--- config.mk ---
export PLATFORM = sky130hd
export DESIGN_NAME = hit_detector_flat
export DESIGN_NICKNAME = d
export VERILOG_FILES = /design/src/rtl/hit_detector_if.sv /design/src/rtl/hit_detector.sv /design/src/flat_wrapper.sv
export SDC_FILE = /design/constraint.sdc
export NUM_CORES = 1
export LEC_CHECK = 0
export ABC_AREA = 1
export CORE_ASPECT_RATIO = 1.25
export CORE_MARGIN = 2
export CORE_UTILIZATION = 43
export CTS_BUF_LIST = sky130_fd_sc_hd__clkbuf_4 sky130_fd_sc_hd__clkbuf_8
export DETAILED_ROUTE_END_ITERATION = 7
export GPL_TIMING_DRIVEN = 0
export PLACE_DENSITY = 0.78
export SYNTH_ARGS = -nofsm -noshare
export SYNTH_HDL_FRONTEND = slang
export SYNTH_SLANG_ARGS = --single-unit
--- constraint.sdc ---
create_clock -name pclk -period 2.3 [get_ports pclk]
set_input_delay 0.46 -clock pclk [delete_from_list [all_inputs] [get_ports pclk]]
set_output_delay 0.46 -clock pclk [all_outputs]
set_load 0.005 [all_outputs]
--- src/rtl/hit_detector_if.sv ---
// Video stream bundle shared by the hit_detector input and output sides.
// master drives the stream, slave consumes it.
interface hit_detector_if;
  logic [11:0] hcount;
  logic [11:0] vcount;
  logic        hsync;
  logic        vsync;
  logic        hblnk;
  logic        vblnk;
  logic [11:0] rgb;

  modport master (
    output hcount, vcount, hsync, vsync, hblnk, vblnk, rgb
  );

  modport slave (
    input hcount, vcount, hsync, vsync, hblnk, vblnk, rgb
  );
endinterface

--- src/rtl/hit_detector.sv ---
// Player/obstacle collision stage: one player_hit pulse per frame, then an IFRAMES-frame cooldown.
// Optional blink of the player box during cooldown is enabled by defining HIT_FLASH_EN.
module hit_detector #(
  parameter int PLAYER_W     = 20,
  parameter int PLAYER_H     = 20,
  parameter int IFRAMES      = 60,
  parameter int FLASH_PERIOD = 4
) (
  input  logic           pclk,
  input  logic           rst,
  hit_detector_if.slave  vin,
  hit_detector_if.master vout,
  input  logic           obstacle_pix,
  input  logic [11:0]    player_x,
  input  logic [11:0]    player_y,
  input  logic           game_on,
  output logic           player_hit,
  output logic           invuln
);

  typedef enum logic [1:0] {
    IDLE  = 2'd0,
    ARMED = 2'd1,
    COOL  = 2'd2
  } state_t;

  localparam logic [7:0] IFRAMES_C = 8'(IFRAMES);

  if (PLAYER_W < 1 || PLAYER_W > 255 || PLAYER_H < 1 || PLAYER_H > 255 ||
      IFRAMES < 1 || IFRAMES > 255 || FLASH_PERIOD < 2 || FLASH_PERIOD > 64 ||
      (FLASH_PERIOD & (FLASH_PERIOD - 1)) != 0) begin : g_bad_params
    $error("hit_detector: parameter out of range");
  end

  state_t      state_r;
  state_t      state_nxt_s;
  logic [7:0]  cooldown_r;
  logic [7:0]  cooldown_nxt_s;
  logic        coll_seen_r;
  logic        coll_seen_nxt_s;
  logic        vblnk_d_r;
  logic        hit_nxt_s;
  logic [12:0] x_end_s;
  logic [12:0] y_end_s;
  logic        in_box_s;
  logic        coll_pix_s;
  logic        fb_s;
  logic [11:0] rgb_nxt_s;

  // 13-bit box ends so a box near the right/bottom edge clips instead of wrapping
  assign x_end_s    = {1'b0, player_x} + 13'(PLAYER_W);
  assign y_end_s    = {1'b0, player_y} + 13'(PLAYER_H);
  assign in_box_s   = (vin.hcount >= player_x) && ({1'b0, vin.hcount} < x_end_s) &&
                      (vin.vcount >= player_y) && ({1'b0, vin.vcount} < y_end_s);
  assign coll_pix_s = in_box_s && obstacle_pix && !vin.hblnk && !vin.vblnk;
  assign fb_s       = vin.vblnk && !vblnk_d_r;

`ifdef HIT_FLASH_EN
  localparam int FLASH_BIT = $clog2(FLASH_PERIOD);
  logic flash_s;

  // Blank the player box on odd blink phases while invulnerable
  assign flash_s   = (state_r == COOL) && in_box_s && !vin.hblnk && !vin.vblnk &&
                     cooldown_r[FLASH_BIT];
  assign rgb_nxt_s = flash_s ? 12'h000 : vin.rgb;
`else
  assign rgb_nxt_s = vin.rgb;
`endif

  // Next-state, cooldown, sticky collision flag and hit request
  always_comb begin
    state_nxt_s     = state_r;
    cooldown_nxt_s  = cooldown_r;
    coll_seen_nxt_s = coll_seen_r;
    hit_nxt_s       = 1'b0;
    if (!game_on) begin
      state_nxt_s     = IDLE;
      cooldown_nxt_s  = 8'd0;
      coll_seen_nxt_s = 1'b0;
    end else begin
      case (state_r)
        IDLE: begin
          state_nxt_s     = ARMED;
          cooldown_nxt_s  = 8'd0;
          coll_seen_nxt_s = 1'b0;
        end
        ARMED: begin
          if (fb_s) begin
            coll_seen_nxt_s = 1'b0;
            if (coll_seen_r) begin
              hit_nxt_s      = 1'b1;
              cooldown_nxt_s = IFRAMES_C;
              state_nxt_s    = COOL;
            end else begin
              state_nxt_s = ARMED;
            end
          end else if (coll_pix_s) begin
            coll_seen_nxt_s = 1'b1;
          end else begin
            coll_seen_nxt_s = coll_seen_r;
          end
        end
        COOL: begin
          // collisions are ignored while invulnerable
          coll_seen_nxt_s = 1'b0;
          if (fb_s) begin
            if (cooldown_r <= 8'd1) begin
              cooldown_nxt_s = 8'd0;
              state_nxt_s    = ARMED;
            end else begin
              cooldown_nxt_s = cooldown_r - 8'd1;
              state_nxt_s    = COOL;
            end
          end else begin
            cooldown_nxt_s = cooldown_r;
          end
        end
        default: begin
          state_nxt_s     = IDLE;
          cooldown_nxt_s  = 8'd0;
          coll_seen_nxt_s = 1'b0;
        end
      endcase
    end
  end

  // Control state and frame-edge history
  always_ff @(posedge pclk) begin
    if (!rst) begin
      state_r     <= IDLE;
      cooldown_r  <= 8'd0;
      coll_seen_r <= 1'b0;
      vblnk_d_r   <= 1'b0;
      player_hit  <= 1'b0;
      invuln      <= 1'b0;
    end else begin
      state_r     <= state_nxt_s;
      cooldown_r  <= cooldown_nxt_s;
      coll_seen_r <= coll_seen_nxt_s;
      vblnk_d_r   <= vin.vblnk;
      player_hit  <= hit_nxt_s;
      invuln      <= (state_nxt_s == COOL);
    end
  end

  // One-cycle video pass-through
  always_ff @(posedge pclk) begin
    if (!rst) begin
      vout.hcount <= 12'd0;
      vout.vcount <= 12'd0;
      vout.hsync  <= 1'b0;
      vout.vsync  <= 1'b0;
      vout.hblnk  <= 1'b0;
      vout.vblnk  <= 1'b0;
      vout.rgb    <= 12'h000;
    end else begin
      vout.hcount <= vin.hcount;
      vout.vcount <= vin.vcount;
      vout.hsync  <= vin.hsync;
      vout.vsync  <= vin.vsync;
      vout.hblnk  <= vin.hblnk;
      vout.vblnk  <= vin.vblnk;
      vout.rgb    <= rgb_nxt_s;
    end
  end

endmodule

--- src/flat_wrapper.sv ---
// flat-port wrapper written by rule: the top's interface ports become plain ports
module hit_detector_flat 
#(
  parameter int PLAYER_W     = 20,
  parameter int PLAYER_H     = 20,
  parameter int IFRAMES      = 60,
  parameter int FLASH_PERIOD = 4
)
  (pclk, rst, obstacle_pix, player_x, player_y, game_on, player_hit, invuln, vin_hcount, vin_vcount, vin_hsync, vin_vsync, vin_hblnk, vin_vblnk, vin_rgb, vout_hcount, vout_vcount, vout_hsync, vout_vsync, vout_hblnk, vout_vblnk, vout_rgb);
  hit_detector_if vin_i ();
  hit_detector_if vout_i ();
  input  logic pclk;
  input  logic rst;
  input  logic obstacle_pix;
  input  logic [11:0] player_x;
  input  logic [11:0] player_y;
  input  logic game_on;
  output logic player_hit;
  output logic invuln;
  input wire logic [$bits(vin_i.hcount)-1:0] vin_hcount;
  input wire logic [$bits(vin_i.vcount)-1:0] vin_vcount;
  input wire logic [$bits(vin_i.hsync)-1:0] vin_hsync;
  input wire logic [$bits(vin_i.vsync)-1:0] vin_vsync;
  input wire logic [$bits(vin_i.hblnk)-1:0] vin_hblnk;
  input wire logic [$bits(vin_i.vblnk)-1:0] vin_vblnk;
  input wire logic [$bits(vin_i.rgb)-1:0] vin_rgb;
  output wire logic [$bits(vout_i.hcount)-1:0] vout_hcount;
  output wire logic [$bits(vout_i.vcount)-1:0] vout_vcount;
  output wire logic [$bits(vout_i.hsync)-1:0] vout_hsync;
  output wire logic [$bits(vout_i.vsync)-1:0] vout_vsync;
  output wire logic [$bits(vout_i.hblnk)-1:0] vout_hblnk;
  output wire logic [$bits(vout_i.vblnk)-1:0] vout_vblnk;
  output wire logic [$bits(vout_i.rgb)-1:0] vout_rgb;
  assign vin_i.hcount = vin_hcount;
  assign vin_i.vcount = vin_vcount;
  assign vin_i.hsync = vin_hsync;
  assign vin_i.vsync = vin_vsync;
  assign vin_i.hblnk = vin_hblnk;
  assign vin_i.vblnk = vin_vblnk;
  assign vin_i.rgb = vin_rgb;
  assign vout_hcount = vout_i.hcount;
  assign vout_vcount = vout_i.vcount;
  assign vout_hsync = vout_i.hsync;
  assign vout_vsync = vout_i.vsync;
  assign vout_hblnk = vout_i.hblnk;
  assign vout_vblnk = vout_i.vblnk;
  assign vout_rgb = vout_i.rgb;
  hit_detector #(.PLAYER_W(PLAYER_W), .PLAYER_H(PLAYER_H), .IFRAMES(IFRAMES), .FLASH_PERIOD(FLASH_PERIOD)) u_core (.pclk(pclk), .rst(rst), .vin(vin_i), .vout(vout_i), .obstacle_pix(obstacle_pix), .player_x(player_x), .player_y(player_y), .game_on(game_on), .player_hit(player_hit), .invuln(invuln));
endmodule
## Word level (Yosys, flattened, before mapping)

Index checks and enable logic that the tools add are counted.
W data, S select, Z words.

- Bits in registers: 53
- Input port bits: 68
- Output and inout port bits: 42
- Logic and storage cells: 56

- $add $sub $neg: 3
- Order comparisons: 5
- Equal/unequal tests: 6
- Muxes and demuxes: 12
- Bitwise logic cells: 3
- Reduce and logical (&&, ||, !) cells: 15

Operators with widths:

| operator | number |
|---|---|
| $mux W8 | 4 |
| $add A12 B5 Y13 const B | 2 |
| $lt A12 B13 Y1 | 2 |
| $ge A12 B12 Y1 | 2 |
| $pmux W8 S2 | 1 |
| $mux W2 | 5 |
| $le A8 B1 Y1 const B | 1 |
| $sub A8 B1 Y8 const B | 1 |
| $logic_and A1 B1 Y1 | 7 |
| $ne A2 B1 Y1 const B | 3 |
| $pmux W2 S3 | 1 |
| $eq A2 B2 Y1 const B | 2 |
| $reduce_and A4 Y1 | 1 |
| $reduce_or A4 Y1 | 1 |
| $logic_not A1 Y1 | 3 |
| $not A1 Y1 | 3 |
| $reduce_and A3 Y1 | 1 |
| $eq A2 B1 Y1 const B | 1 |
| $logic_not A2 Y1 | 1 |
| $reduce_and A2 Y1 | 1 |
| $mux W1 | 1 |

## Longest topological paths before layout

- Word-level depth: 8
- Gate-level depth with buffers: 16
- Depth with buffers taken out: 16

## Worst setup path before layout

No wires, ideal clock.

- Kind: input port to flip-flop
- From: input player_x[2]
- To: register u_core.coll_seen_r
- Library setup time: 0.070 ns
- Data arrival time: 2.071 ns
- Required time: 2.230 ns
- Slack: 0.159 ns
- Cell stages on the path: 15
- Path buffers: 0
- Cell sequence: ha_1 -> o21ai_0 -> nor3_1 -> nand2_1 -> xor2_1 -> ha_1 -> nand2_1 -> nand2_1 -> nand2_1 -> nand2_1 -> nand3_1 -> nand3_1 -> nor2_1 -> nand3_1 -> a21oi_1

- Cells in the longest elaborated chain, start to end: 8
- Elaborated cells between the ends (all ways): 9
- Classes of those cells: add/sub: 1; order compare: 2; reduce/logical: 6

RTL lines:

| element | RTL line | source |
|---|---|---|
| start: declaration | flat_wrapper.sv:15 | `input logic [11:0] player_x;` |
| $add A12 B5 Y13 | hit_detector.sv:51 | `assign x_end_s = {1'b0, player_x} + 13'(PLAYER_W);` |
| $lt A12 B13 Y1 | hit_detector.sv:53 | `assign in_box_s = (vin.hcount >= player_x) && ({1'b0, vin.hcount} < x_end_s) &&` |
| $logic_and A1 B1 Y1 * (2 in series) | hit_detector.sv:53 |  |
| $logic_and A1 B1 Y1 * | hit_detector.sv:54 | `(vin.vcount >= player_y) && ({1'b0, vin.vcount} < y_end_s);` |
| $logic_and A1 B1 Y1 * (3 in series) | hit_detector.sv:55 | `assign coll_pix_s = in_box_s && obstacle_pix && !vin.hblnk && !vin.vblnk;` |
| end signal: assignment | hit_detector.sv:139 | `coll_seen_r <= coll_seen_nxt_s;` |
| end: declaration | hit_detector.sv:39 | `logic coll_seen_r;` |

Mark *: on every way between the ends. The rest lies on a longest branch, timed or not.
A chain may end at the register's enable or synchronous reset.

## Worst setup path after layout

- From: input player_y[2]
- To: register u_core.coll_seen_r

- Cells in the longest elaborated chain, start to end: 6
- Elaborated cells between the ends (all ways): 8
- Classes of those cells: add/sub: 1; order compare: 2; reduce/logical: 5

RTL lines:

| element | RTL line | source |
|---|---|---|
| start: declaration | flat_wrapper.sv:16 | `input logic [11:0] player_y;` |
| $add A12 B5 Y13 / $ge A12 B12 Y1 (equally long branches) | hit_detector.sv:52, hit_detector.sv:54 |  |
| $lt A12 B13 Y1 / $logic_and A1 B1 Y1 (equally long branches) | hit_detector.sv:54, hit_detector.sv:53 |  |
| $logic_and A1 B1 Y1 * | hit_detector.sv:54 |  |
| $logic_and A1 B1 Y1 * (3 in series) | hit_detector.sv:55 |  |

Marked as above.

==> run summary <==
The peak supply drop is 0.333 mV. The leading cell type in the layout, fill and taps excluded is nand2_1. The finished cells cover 0.00478 mm^2. Counting along the longest clock path gives a buffer depth of 2. The via count of the first global-routing pass was 3160; the residual antenna-violating net count after detailed routing was 0. The worst setup path is of the in2reg kind. The run gives 25.6% as the combinational cell fraction of total power. The average instance in the mapped netlist occupies 7.11 um^2.

STA classifies the critical path endpoint as a flip-flop. The final layout contains 717 nets. The first global-routing pass estimated 13500 um of wire. Along the worst path, the maximum fanout reaches 4.

The tree is rooted in a clkbuf_8. In this run the horizontal extent of the chip is 83.6 um. The smallest setup slack after layout is 0.0619 ns. The tools report the count of non-filler cells in the finished layout as 693. For this run, design rule violations remaining after detail routing come to 0. In this run the static leakage power is 0.00257 uW. Measured on the finished design, the core utilization comes to 61.7%. The logs give 29.8% for the proportion of power drawn by the clock network and 0 for the number of max-cap violations. The wire-length estimate of the detail-placed layout is 6810 um.

The number of antenna diodes in the final layout is 0. After clock tree synthesis, the clock-pin slew on the worst setup and hold paths is 0.10 ns. Including well taps, the total number of placed cells is 682. Of the available clock period, the critical path in the final layout requires 97.3%. For the worst setup path, the data required time is 2.56 ns. The minimum clock period after layout came out at 2.24 ns. Summed over all layers, the routed wires come to 8120 um. The library cells used most frequently in the layout, excluding fill and tap cells, are nand2_1, inv_1, clkdlybuf4s50_1, dfxtp_1, ha_1.

Number of cells on the worst hold path: 2. The clock reaches the later pin of the worst-skew pair after 0.31 ns. Synthesis produced 479 cells.

The Yosys warning count was 0; the overall die area was 0.00865 mm^2. For the number of antenna violations at the first check in global routing, the log shows 0. The number of buffers inserted by hold repair at cts was 0. After filler insertion, the fill cell instance count of the layout stands at 752. The share of synthesized area occupied by flip-flops and latches is 31.2%, and the number of H-tree branching levels is 2. The number of buffers added by the clock tree synthesis step was 5; the detail-routed via count per cell was 4.70. Global routing used 18.9% of the available tracks across all layers.

For the final database, setup skew stands at 0.0151 ns. Registers are responsible for 44.5% of the overall power. The run finished with clean final reports. The multi-input combinational cells in the finished layout cover a total of 0.00196 mm^2.

The tightest min-delay check is of the reg2reg type. The power dissipated by switching net loads was 602 uW; the relative area change from synthesis to final layout was 40.4%. The post-placement setup slack is -0.771 ns, and the final setup violation count is 0. The initial utilization of the core area, before any placement, comes to 43.9%. The first detailed-routing pass ran for 4 iterations. The initialized floorplan defines 36 standard-cell rows.

The switching power share of the total was 27.7%; the max-slew headroom at the worst pin was 67.7%. Number of distinct library cell variants in the gate-level netlist after synthesis: 32. The worst endpoint data arrival time is 2.50 ns, and the register bit total from synthesis is 53. Across the whole layout, storage elements account for 0.00106 mm^2.

The total global routing overflow came out at 0. The number of slew-limit violations in the final report was 0; the number of I/O port buffers was 108. The run gives 0 as the count of final hold-check violations. The final routed wire length divided by cell count works out to 11.7 um. The number of placed I/O pins is 110. The floorplan step set the die height to 103 um. Final hold analysis gives a worst-case slack of 0.498 ns. The maximum clock rate was 0.447 GHz.

The combined area of all synthesized cells came out at 0.00340 mm^2. TritonCTS built the clock tree. The internal power of the cells totals 1570 uW. The tools report the kind of start point of the critical path as an input pin. The total placed instance area was 0.00460 mm^2; the share of final-layout standard cells stronger than drive strength 1 was 6.35%. The routability congestion estimate is 0.884, and the depth of the most critical reg-to-reg path is 9.

For this block, the initial DRC count from the detailed router was 55. The routed layout has 3259 vias. The total area inside the core boundary comes to 0.00775 mm^2.

Dividing total power by cell area gives a power density of 455 mW/mm^2. The transition at the pin with the smallest max-transition slack was 0.485 ns. The number of nets handed over by synthesis was 599. The pin count of the biggest net entering global routing came out at 18. The clock net in this run drives a total of 53 sinks.
## final cells by class
cell class / count / area share [%]
Multi-Input combinational cell: 312 / 41.0
Buffer: 5 / 0.393
Tap cell: 95 / 2.49
Clock buffer: 5 / 1.44
Timing Repair Buffer: 111 / 23.0
Sequential cell: 53 / 22.2
Clock inverter: 3 / 0.969
Inverter: 109 / 8.56
## timing repair
item / in CTS / in global routing
gates resized for setup: 14 / 23
endpoints found under the setup margin: 1 / 1
pin swaps: 3 / 7
setup buffers: 3 / 0
## cell usage after synthesis (all sizes together)
library cell / instances / share of area [%]
a21o: 1 / 0.22
nor4b: 1 / 0.26
nor3: 6 / 0.88
nand4: 7 / 1.3
and2: 1 / 0.18
a21boi: 1 / 0.22
or2: 1 / 0.18
o2111ai: 1 / 0.26
dfxtp: 53 / 31
nand3: 13 / 2.1
o21ai: 11 / 2.1
inv: 109 / 12
xor2: 19 / 4.9
and3: 1 / 0.18
a21oi: 20 / 2.9
o22ai: 1 / 0.18
nor2: 40 / 5.2
xnor2: 2 / 0.51
a31oi: 3 / 0.55
clkbuf: 5 / 0.55
ha: 52 / 19
nand2: 129 / 15
o21bai: 1 / 0.22
nand3b: 1 / 0.22
## critical path, stage by stage
cell and delay [ns]:
clkdlybuf4s15_1 0.24, ha_2 0.23, nor2_1 0.13, nor2_2 0.06, buf_4 0.15, xor2_1 0.14, ha_1 0.32, a21oi_2 0.13
nor3_1 0.05, nor3_1 0.19, nand2_1 0.09, nand2_1 0.08, nand3_2 0.09, a21oi_2 0.14
## per-layer routing
layer  track usage (%)  vias up  part of all wire [%]
met5                 0        -                     0
met4              7.07        0                   2.4
met3              3.33       16                   3.6
met2              37.7       67                    55
met1              20.0     1473                    39
li1                  -     1703                     -
## flip-flops by register name, summed over array words and instances, names as in the netlist
| signal | cells |
|---|---|
| u_core.player_hit | 1 |
| u_core.vout.vcount | 12 |
| u_core.vout.hsync | 1 |
| u_core.coll_seen_r | 1 |
| u_core.vout.hcount | 12 |
| u_core.cooldown_r | 8 |
| u_core.vout.vsync | 1 |
| u_core.vblnk_d_r | 1 |
| u_core.state_r | 2 |
| u_core.vout.rgb | 12 |
| u_core.invuln | 1 |
| u_core.vout.hblnk | 1 |
## cell families after synthesis
family | count (synthesis) | share of synthesized area, %
buffers and inverters | 114 | 12.6
adders and majority gates | 52 | 19.1
and+or+nand+nor | 200 | 25.1
xor gates and xnor gates | 21 | 5.40
AOI/OAI and AO/OA | 39 | 6.65
DFF | 53 | 31.2
## power groups by stage
stage | Clock [uW] | Sequential, uW | Combinational [uW]
2_1_floorplan | 0 | 995 | 265
6_report | 649 | 968 | 558
3_5_place_dp | 0 | 990 | 553
3_3_place_gp | 0 | 988 | 532
4_1_cts | 675 | 969 | 558
5_1_grt | 700 | 973 | 634
## metrics by stage
| step | total power (uW) | TNS (ns) |
|---|---|---|
| 2_1_floorplan | 1260 | 0 |
| 3_3_place_gp | 1520 | -0.695 |
| 3_5_place_dp | 1540 | -0.771 |
| 4_1_cts | 2200 | 0 |
| 5_1_grt | 2310 | -0.00222 |
| 6_report | 2180 | 0 |
## path summary, 6_finish.rpt
| check | start | end | slack, ns |
|---|---|---|---|
| max | player_y[2] | u_core.coll_seen_r | 0.06 |
| min reg2reg | u_core.coll_seen_r | u_core.coll_seen_r | 0.50 |
| min | u_core.coll_seen_r | u_core.coll_seen_r | 0.50 |
| max reg2reg | u_core.state_r[0] | u_core.cooldown_r[5] | 0.60 |
Note: power is estimated with default switching activity, not from simulation.
